===== config.mk =====
export PLATFORM = sky130hd
export DESIGN_NAME = pc_sequencer
export DESIGN_NICKNAME = d
export VERILOG_FILES = /design/src/rtl/pc_seq_pkg.sv /design/src/rtl/ret_addr_stack.sv /design/src/rtl/pc_sequencer.sv
export SDC_FILE = /design/constraint.sdc
export NUM_CORES = 1
export LEC_CHECK = 0
export ABC_AREA = 1
export CORE_ASPECT_RATIO = 1.75
export CORE_UTILIZATION = 40
export CTS_CLUSTER_SIZE = 12
export DETAILED_ROUTE_END_ITERATION = 8
export SLEW_MARGIN = 20
export SYNTH_ARGS = -nofsm -noshare
export SYNTH_HDL_FRONTEND = slang
export SYNTH_SLANG_ARGS = --single-unit

===== constraint.sdc =====
create_clock -name clk -period 2.7 [get_ports clk]
set_input_delay 0.27 -clock clk [delete_from_list [all_inputs] [get_ports clk]]
set_output_delay 0.27 -clock clk [all_outputs]
set_load 0.01 [all_outputs]

===== src/rtl/pc_seq_pkg.sv =====
// Shared state encoding and parameter defaults for the PC sequencer.
package pc_seq_pkg;
    localparam int              PC_W_DEF        = 16;
    localparam int              BR_IMM_W_DEF    = 6;
    localparam int              J_IMM_W_DEF     = 12;
    localparam int              STACK_DEPTH_DEF = 4;
    localparam logic [15:0]     INT_VECTOR_DEF  = 16'h0010;

    typedef enum logic {RUN = 1'b0, HALT = 1'b1} seq_state_e;
endpackage


===== src/rtl/ret_addr_stack.sv =====
// Return-address LIFO; a push when full or a pop when empty is ignored.
module ret_addr_stack
    import pc_seq_pkg::*;
#(
    parameter int PC_W        = PC_W_DEF,
    parameter int STACK_DEPTH = STACK_DEPTH_DEF
) (
    input  logic            clk,
    input  logic            reset,
    input  logic            push,
    input  logic            pop,
    input  logic [PC_W-1:0] push_data,
    output logic [PC_W-1:0] top,
    output logic            empty,
    output logic            full
);
    localparam int CW = $clog2(STACK_DEPTH) + 1;

    logic [CW-1:0]   count_q, count_d;
    logic [CW-1:0]   top_idx;
    logic [PC_W-1:0] mem_q [STACK_DEPTH];
    logic            do_push, do_pop;

    assign empty   = (count_q == '0);
    assign full    = (count_q == CW'(STACK_DEPTH));
    assign do_push = push && !full;
    assign do_pop  = pop && !empty && !do_push;
    assign top_idx = count_q - CW'(1);
    assign top     = mem_q[top_idx[CW-2:0]];

    always_comb begin
        count_d = count_q;
        if (do_push)
            count_d = count_q + CW'(1);
        else if (do_pop)
            count_d = count_q - CW'(1);
    end

    always_ff @(posedge clk or posedge reset) begin
        if (reset)
            count_q <= '0;
        else
            count_q <= count_d;
    end

    // Entries need no reset: only the count decides what is valid.
    always_ff @(posedge clk) begin
        if (do_push)
            mem_q[count_q[CW-2:0]] <= push_data;
    end
endmodule


===== src/rtl/pc_sequencer.sv =====
// Program-counter sequencer: branch/jump/call/return, halt/resume and a
// single vectored interrupt with a hardware return-address stack.
module pc_sequencer
    import pc_seq_pkg::*;
#(
    parameter int              PC_W        = PC_W_DEF,
    parameter int              BR_IMM_W    = BR_IMM_W_DEF,
    parameter int              J_IMM_W     = J_IMM_W_DEF,
    parameter int              STACK_DEPTH = STACK_DEPTH_DEF,
    parameter logic [PC_W-1:0] INT_VECTOR  = PC_W'(INT_VECTOR_DEF)
) (
    input  logic                clk,
    input  logic                reset,
    input  logic                clk_en,
    input  logic                branch_taken,
    input  logic [BR_IMM_W-1:0] branch_imm,
    input  logic                jump_taken,
    input  logic                jump_link,
    input  logic [J_IMM_W-1:0]  jump_imm,
    input  logic                ret_cmd,
    input  logic                halt_cmd,
    input  logic                resume,
    input  logic                int_req,
    input  logic                int_enable_cmd,
    input  logic                int_disable_cmd,
    output logic [PC_W-1:0]     pc,
    output logic                halted,
    output logic                int_enabled,
    output logic                int_ack,
    output logic                stack_empty,
    output logic                stack_full,
    output logic                stack_overflow,
    output logic                stack_underflow
);
    seq_state_e      state_q, state_d;
    logic [PC_W-1:0] pc_q, pc_d, pc_inc, br_tgt, jmp_tgt, br_off, jmp_off, stk_top;
    logic            ien_q, ien_d, ack_q, ack_d, ovf_q, ovf_d, unf_q, unf_d;
    logic            push, pop, take_int;

    // Word offsets: sign-extend then scale to bytes.
    assign br_off  = {{(PC_W-BR_IMM_W){branch_imm[BR_IMM_W-1]}}, branch_imm};
    assign jmp_off = {{(PC_W-J_IMM_W){jump_imm[J_IMM_W-1]}}, jump_imm};
    assign pc_inc  = pc_q + PC_W'(2);
    assign br_tgt  = pc_q + {br_off[PC_W-2:0], 1'b0};
    assign jmp_tgt = pc_q + {jmp_off[PC_W-2:0], 1'b0};

    always_comb begin
        state_d  = state_q;
        pc_d     = pc_q;
        push     = 1'b0;
        pop      = 1'b0;
        take_int = 1'b0;
        ack_d    = 1'b0;
        ovf_d    = ovf_q;
        unf_d    = unf_q;
        if (clk_en) begin
            if (state_q == RUN) begin
                if (halt_cmd) begin
                    state_d = HALT;
                end else if (int_req && ien_q) begin
                    take_int = 1'b1;
                    push     = 1'b1;
                    ack_d    = 1'b1;
                    pc_d     = INT_VECTOR;
                end else if (ret_cmd) begin
                    if (stack_empty) begin
                        unf_d = 1'b1;
                        pc_d  = pc_inc;
                    end else begin
                        pop  = 1'b1;
                        pc_d = stk_top;
                    end
                end else if (jump_taken) begin
                    push = jump_link;
                    pc_d = jmp_tgt;
                end else if (branch_taken) begin
                    pc_d = br_tgt;
                end else begin
                    pc_d = pc_inc;
                end
            end else if (resume) begin
                state_d = RUN;
                pc_d    = pc_inc;
            end
        end
        if (push && stack_full)
            ovf_d = 1'b1;
        // Enable/disable act even when stalled or halted; entry clear wins.
        ien_d = ien_q;
        if (int_enable_cmd)
            ien_d = 1'b1;
        if (int_disable_cmd || take_int)
            ien_d = 1'b0;
    end

    always_ff @(posedge clk or posedge reset) begin
        if (reset) begin
            state_q <= RUN;
            pc_q    <= '0;
            ien_q   <= 1'b0;
            ack_q   <= 1'b0;
            ovf_q   <= 1'b0;
            unf_q   <= 1'b0;
        end else begin
            state_q <= state_d;
            pc_q    <= pc_d;
            ien_q   <= ien_d;
            ack_q   <= ack_d;
            ovf_q   <= ovf_d;
            unf_q   <= unf_d;
        end
    end

    ret_addr_stack #(
        .PC_W       (PC_W),
        .STACK_DEPTH(STACK_DEPTH)
    ) u_stack (
        .clk      (clk),
        .reset    (reset),
        .push     (push),
        .pop      (pop),
        .push_data(pc_inc),
        .top      (stk_top),
        .empty    (stack_empty),
        .full     (stack_full)
    );

    assign pc              = pc_q;
    assign halted          = (state_q == HALT);
    assign int_enabled     = ien_q;
    assign int_ack         = ack_q;
    assign stack_overflow  = ovf_q;
    assign stack_underflow = unf_q;
endmodule


==> report_table.html <==
<table>
<tr><th>Metric</th><th>Value</th></tr>
<tr><th colspan="2">Finish</th></tr>
<tr><td>Ratio of cells with drive above 1 in the final layout</td><td>approximately 7.2%</td></tr>
<tr><td>Total Nets Final</td><td>between 900 and 1000</td></tr>
<tr><td>Post-route cell area</td><td>~7400 sq um</td></tr>
<tr><td>Number of standard cells in the layout, taps in and fillers out</td><td>1070</td></tr>
<tr><td>Leading cell type in the layout, fill and taps excluded</td><td>sky130_fd_sc_hd__nand2_1</td></tr>
<tr><td>Most used cells in the layout excluding fill and tap cells</td><td>sky130_fd_sc_hd__nand2_1 (217), sky130_fd_sc_hd__inv_1 (113), sky130_fd_sc_hd__nor2_1 (87)</td></tr>
<tr><td>Antenna diode instance count</td><td>0</td></tr>
<tr><td>Synthesis-to-layout area growth</td><td>18.6%</td></tr>
<tr><th colspan="2">Worst setup path</th></tr>
<tr><td>Arrival @ worst endpoint</td><td>between 2000 and 3000 ps</td></tr>
<tr><td>Data required time at the worst endpoint</td><td>2960 ps</td></tr>
<tr><td>Maximum fanout along the worst path</td><td>8</td></tr>
<tr><td>Critical path class</td><td>reg2reg</td></tr>
<tr><td>Kind of end point of the critical path</td><td>register</td></tr>
<tr><td>Kind of launch point of the worst setup path</td><td>register</td></tr>
<tr><th colspan="2">STA</th></tr>
<tr><td>Period utilisation layout</td><td>between 80 and 90%</td></tr>
<tr><td>Max Fclk</td><td>between 0.4 and 0.5 GHz</td></tr>
<tr><td>Total negative setup slack</td><td>0 ps</td></tr>
<tr><td>Number of slew-limit violations in the final report</td><td>0</td></tr>
<tr><td>Min Hold Slack</td><td>a little under 300 ps</td></tr>
<tr><td>Slew headroom</td><td>around 68%</td></tr>
<tr><td>Total of endpoints with negative setup slack in the final report</td><td>0</td></tr>
<tr><td>Slew at the pin closest to its max-slew limit</td><td>roughly 480 ps</td></tr>
<tr><td>Setup repair after global routing missed its margin</td><td>false</td></tr>
<tr><td>Final number of hold-violating endpoints</td><td>0</td></tr>
<tr><td>Setup slack after layout</td><td>around 320 ps</td></tr>
<tr><td>Min cycle time layout</td><td>about 2400 ps</td></tr>
<tr><td>Clk_skew</td><td>between 4 and 5 ps</td></tr>
<tr><th colspan="2">Placement</th></tr>
<tr><td>RD Place Congestion</td><td>slightly below 1</td></tr>
<tr><td>Half-perimeter wire length of the detailed placement result</td><td>between 10 and 15 mm</td></tr>
<tr><td>Worst slack, placed</td><td>roughly 77 ps</td></tr>
<tr><td>Instance area after placement</td><td>about 7000 sq um</td></tr>
<tr><td>DP Cell Count</td><td>between 1000 and 1500</td></tr>
<tr><td>Number of input and output port buffers inserted</td><td>between 50 and 60</td></tr>
<tr><th colspan="2">Global route</th></tr>
<tr><td>Largest net degree at the start of global routing</td><td>35</td></tr>
<tr><td>Vias in the first global route</td><td>5709</td></tr>
<tr><td>First-pass GRT wire length</td><td>29.7 mm</td></tr>
<tr><td>GRT Util Overall</td><td>approximately a quarter</td></tr>
<tr><td>Initial antenna violation count</td><td>0</td></tr>
<tr><td>Aggregate global routing overflow</td><td>0</td></tr>
<tr><th colspan="2">Clock network</th></tr>
<tr><td>Clock latency reported for the late side of the worst-skew pair</td><td>roughly 340 ps</td></tr>
<tr><td>Number of buffers on the longest clock path</td><td>2</td></tr>
<tr><td>Number of H-tree levels</td><td>3</td></tr>
<tr><td>Number of post-CTS setup repair buffers</td><td>0</td></tr>
<tr><td>Clock Root Buffer</td><td>sky130_fd_sc_hd__clkbuf_16</td></tr>
<tr><td>CTS tree</td><td>built</td></tr>
<tr><td>Quantity of gates resized following cts</td><td>0</td></tr>
<tr><td>CTS sink count</td><td>88</td></tr>
<tr><td>Post-CTS clock slew at the launch and capture registers of the worst setup and hold paths</td><td>60 ps</td></tr>
<tr><td>CTS buffer count</td><td>9</td></tr>
<tr><td>Hold bufs inserted after CTS</td><td>0</td></tr>
<tr><th colspan="2">Floorplan</th></tr>
<tr><td>I/O pin cnt</td><td>53</td></tr>
<tr><td>Initial core utilization</td><td>40.6%</td></tr>
<tr><td>Die boundary height</td><td>between 150 and 200 um</td></tr>
<tr><td>Die area</td><td>around 16000 sq um</td></tr>
<tr><td>Standard cell core area</td><td>between 15000 and 20000 sq um</td></tr>
<tr><td>Die W</td><td>around 96 um</td></tr>
<tr><td>Row Count</td><td>60</td></tr>
<tr><th colspan="2">Synth</th></tr>
<tr><td>Post-Synthesis Net Count</td><td>between 800 and 900</td></tr>
<tr><td>Xor and xnor fraction of the mapped netlist area</td><td>under 10%</td></tr>
<tr><td>Biggest area contributors in the synthesized netlist</td><td>sky130_fd_sc_hd__edfxtp_1 (31%), sky130_fd_sc_hd__nand2_1 (13%), sky130_fd_sc_hd__dfrtp_1 (9.7%)</td></tr>
<tr><td>Mean instance size in the synthesized netlist</td><td>7.60 sq um</td></tr>
<tr><td>Biggest area consumer among synthesized cells</td><td>sky130_fd_sc_hd__edfxtp_1</td></tr>
<tr><td>Ys Warns</td><td>0</td></tr>
<tr><td>Fraction of synthesized area in multiplexers</td><td>0%</td></tr>
<tr><td>Share of synthesized area occupied by flip-flops and latches</td><td>40.6%</td></tr>
<tr><td>Post-synthesis instance area</td><td>6220 sq um</td></tr>
<tr><td>Compound-cell area share of the yosys netlist</td><td>around an eighth</td></tr>
<tr><td>Adder-cell share of the synthesized area</td><td>under 10%</td></tr>
<tr><td>Largest family of logic cells by synthesized area</td><td>simple AND/OR/NAND/NOR gates</td></tr>
<tr><td>Number of instances in the synthesized netlist</td><td>about 820</td></tr>
<tr><td>Synth Area in Simple Gates</td><td>26.9%</td></tr>
<tr><td>Number of distinct library cells after synthesis</td><td>44</td></tr>
<tr><td>Fraction of synthesized cell area taken by the top area cell type</td><td>between 30% and 40%</td></tr>
<tr><td>Flop and latch count out of synthesis</td><td>88</td></tr>
<tr><th colspan="2">Outcome</th></tr>
<tr><td>Failing checks</td><td>design-rule violations</td></tr>
<tr><td>Run status</td><td>complete, but fails checks</td></tr>
<tr><th colspan="2">Routing</th></tr>
<tr><td>Routed wire length</td><td>about 19 mm</td></tr>
<tr><td>Number of vias per cell</td><td>between 5 and 6</td></tr>
<tr><td>Number of remaining DRC errors</td><td>1</td></tr>
<tr><td>DR vias</td><td>5637</td></tr>
<tr><td>Drt pass-1 iters</td><td>7</td></tr>
<tr><td>Detailed router's first-iteration violation count</td><td>373</td></tr>
<tr><td>DRT antenna net count</td><td>0</td></tr>
<tr><td>Routed wire length per instance</td><td>17.7 um</td></tr>
<tr><th colspan="2">Power</th></tr>
<tr><td>Largest voltage drop on the vdd net</td><td>about 0.53 mV</td></tr>
<tr><td>Total power divided by cell area</td><td>1090 nW/um^2</td></tr>
<tr><td>Leakage component of the power</td><td>around 3.4 nW</td></tr>
<tr><th colspan="2">Run</th></tr>
<tr><td>Max-capacitance violation count</td><td>0</td></tr>
<tr><th colspan="2">Worst hold path</th></tr>
<tr><td>HP Class</td><td>in2async</td></tr>
</table>
-- state kept, by name (all words and copies together) (netlist names) --
signal	cells
u_stack.mem_q	64
pc	16
u_stack.count_q	3
halted	1
int_ack	1
int_enabled	1
stack_overflow	1
stack_underflow	1
-- power breakdown --
part	internal, mW	switching (mW)
clock	0.953	0.500
sequential	1.78	0.321
combinational	1.64	2.84
total	4.37	3.66
-- worst paths after layout --
kind | from | end | slack [ps] | depth (start not counted)
min in group clk | stack_overflow | stack_overflow | 480 | 1
min reg2reg | stack_overflow | stack_overflow | 480 | 1
max in group asynchronous | reset | stack_overflow | 2120 | 3
max reg2reg | pc[1] | pc[11] | 320 | 15
max | pc[1] | pc[11] | 320 | 15
min | reset | pc[10] | 300 | 3
-- metrics by stage --
stage          power (mW)  util [%]
3_3_place_gp         6.54      45.8
5_1_grt              8.68      48.1
6_report             8.03      48.1
3_5_place_dp         6.58      45.8
2_1_floorplan        5.07         -
4_1_cts              8.05      48.1
-- logic make-up (layout without fill, tap and decap cells) --
kind of cell    count (synthesis)  after routing
simple gates                  395            395
buf+inv                       141            207
compound gates                140            140
flops                          88             88
fa+ha+maj                      37             37
xor+xnor                       17             17
-- cell type report --
cell class | instances | area [sq um]
Fill cell | 1551 | 7940
Clock inverter | 5 | 103
Timing Repair Buffer | 73 | 703
Sequential cell | 88 | 2520
Multi-Input combinational cell | 589 | 3120
Clock buffer | 11 | 253
Tap cell | 186 | 233
Inverter | 118 | 443
-- synthesized netlist by cell type, drive strengths merged --
cell type  number
nand2         221
buf            17
ha             35
a211oi          1
clkbuf          6
o21ai          57
a31o            1
nand4          10
a31oi           3
fa              2
o211ai          3
a32oi           1
a22oi           2
nor3            3
or2             7
nand3          56
inv           118
and2            4
o22ai           4
xnor2           7
nor2           92
xor2           10
o21bai          2
a21oi          50
o21a            2
nand3b          2
dfrtp          24
edfxtp         64
o221ai         11
o311ai          1
a32o            2
-- critical path: stages, from the launching register on --
cell	delay (ps)
sky130_fd_sc_hd__dfrtp_1	470
sky130_fd_sc_hd__ha_1	280
sky130_fd_sc_hd__fa_1	420
sky130_fd_sc_hd__nand2_1	110
sky130_fd_sc_hd__nand2_1	60
sky130_fd_sc_hd__nand3_1	60
sky130_fd_sc_hd__nand2_1	140
sky130_fd_sc_hd__nand2_1	130
sky130_fd_sc_hd__nand2_1	50
sky130_fd_sc_hd__nand2_1	50
sky130_fd_sc_hd__nand3_1	150
sky130_fd_sc_hd__nand2_1	110
sky130_fd_sc_hd__nand2_1	60
sky130_fd_sc_hd__nand2_1	50
sky130_fd_sc_hd__nand2_1	40
sky130_fd_sc_hd__a21oi_1	110
-- metal layers --
metal | part of all wire (%) | routed length, um | GRT usage [%] | up-vias
li1 | - | - | - | 2821
met2 | 54 | 10200 | 46.1 | 155
met4 | 5.1 | 966 | 14.3 | 0
met1 | 38 | 7230 | 26.7 | 2606
met3 | 2.8 | 522 | 2.33 | 55
met5 | 0 | 0 | 0 | -
(Power assumes the default switching activity.)
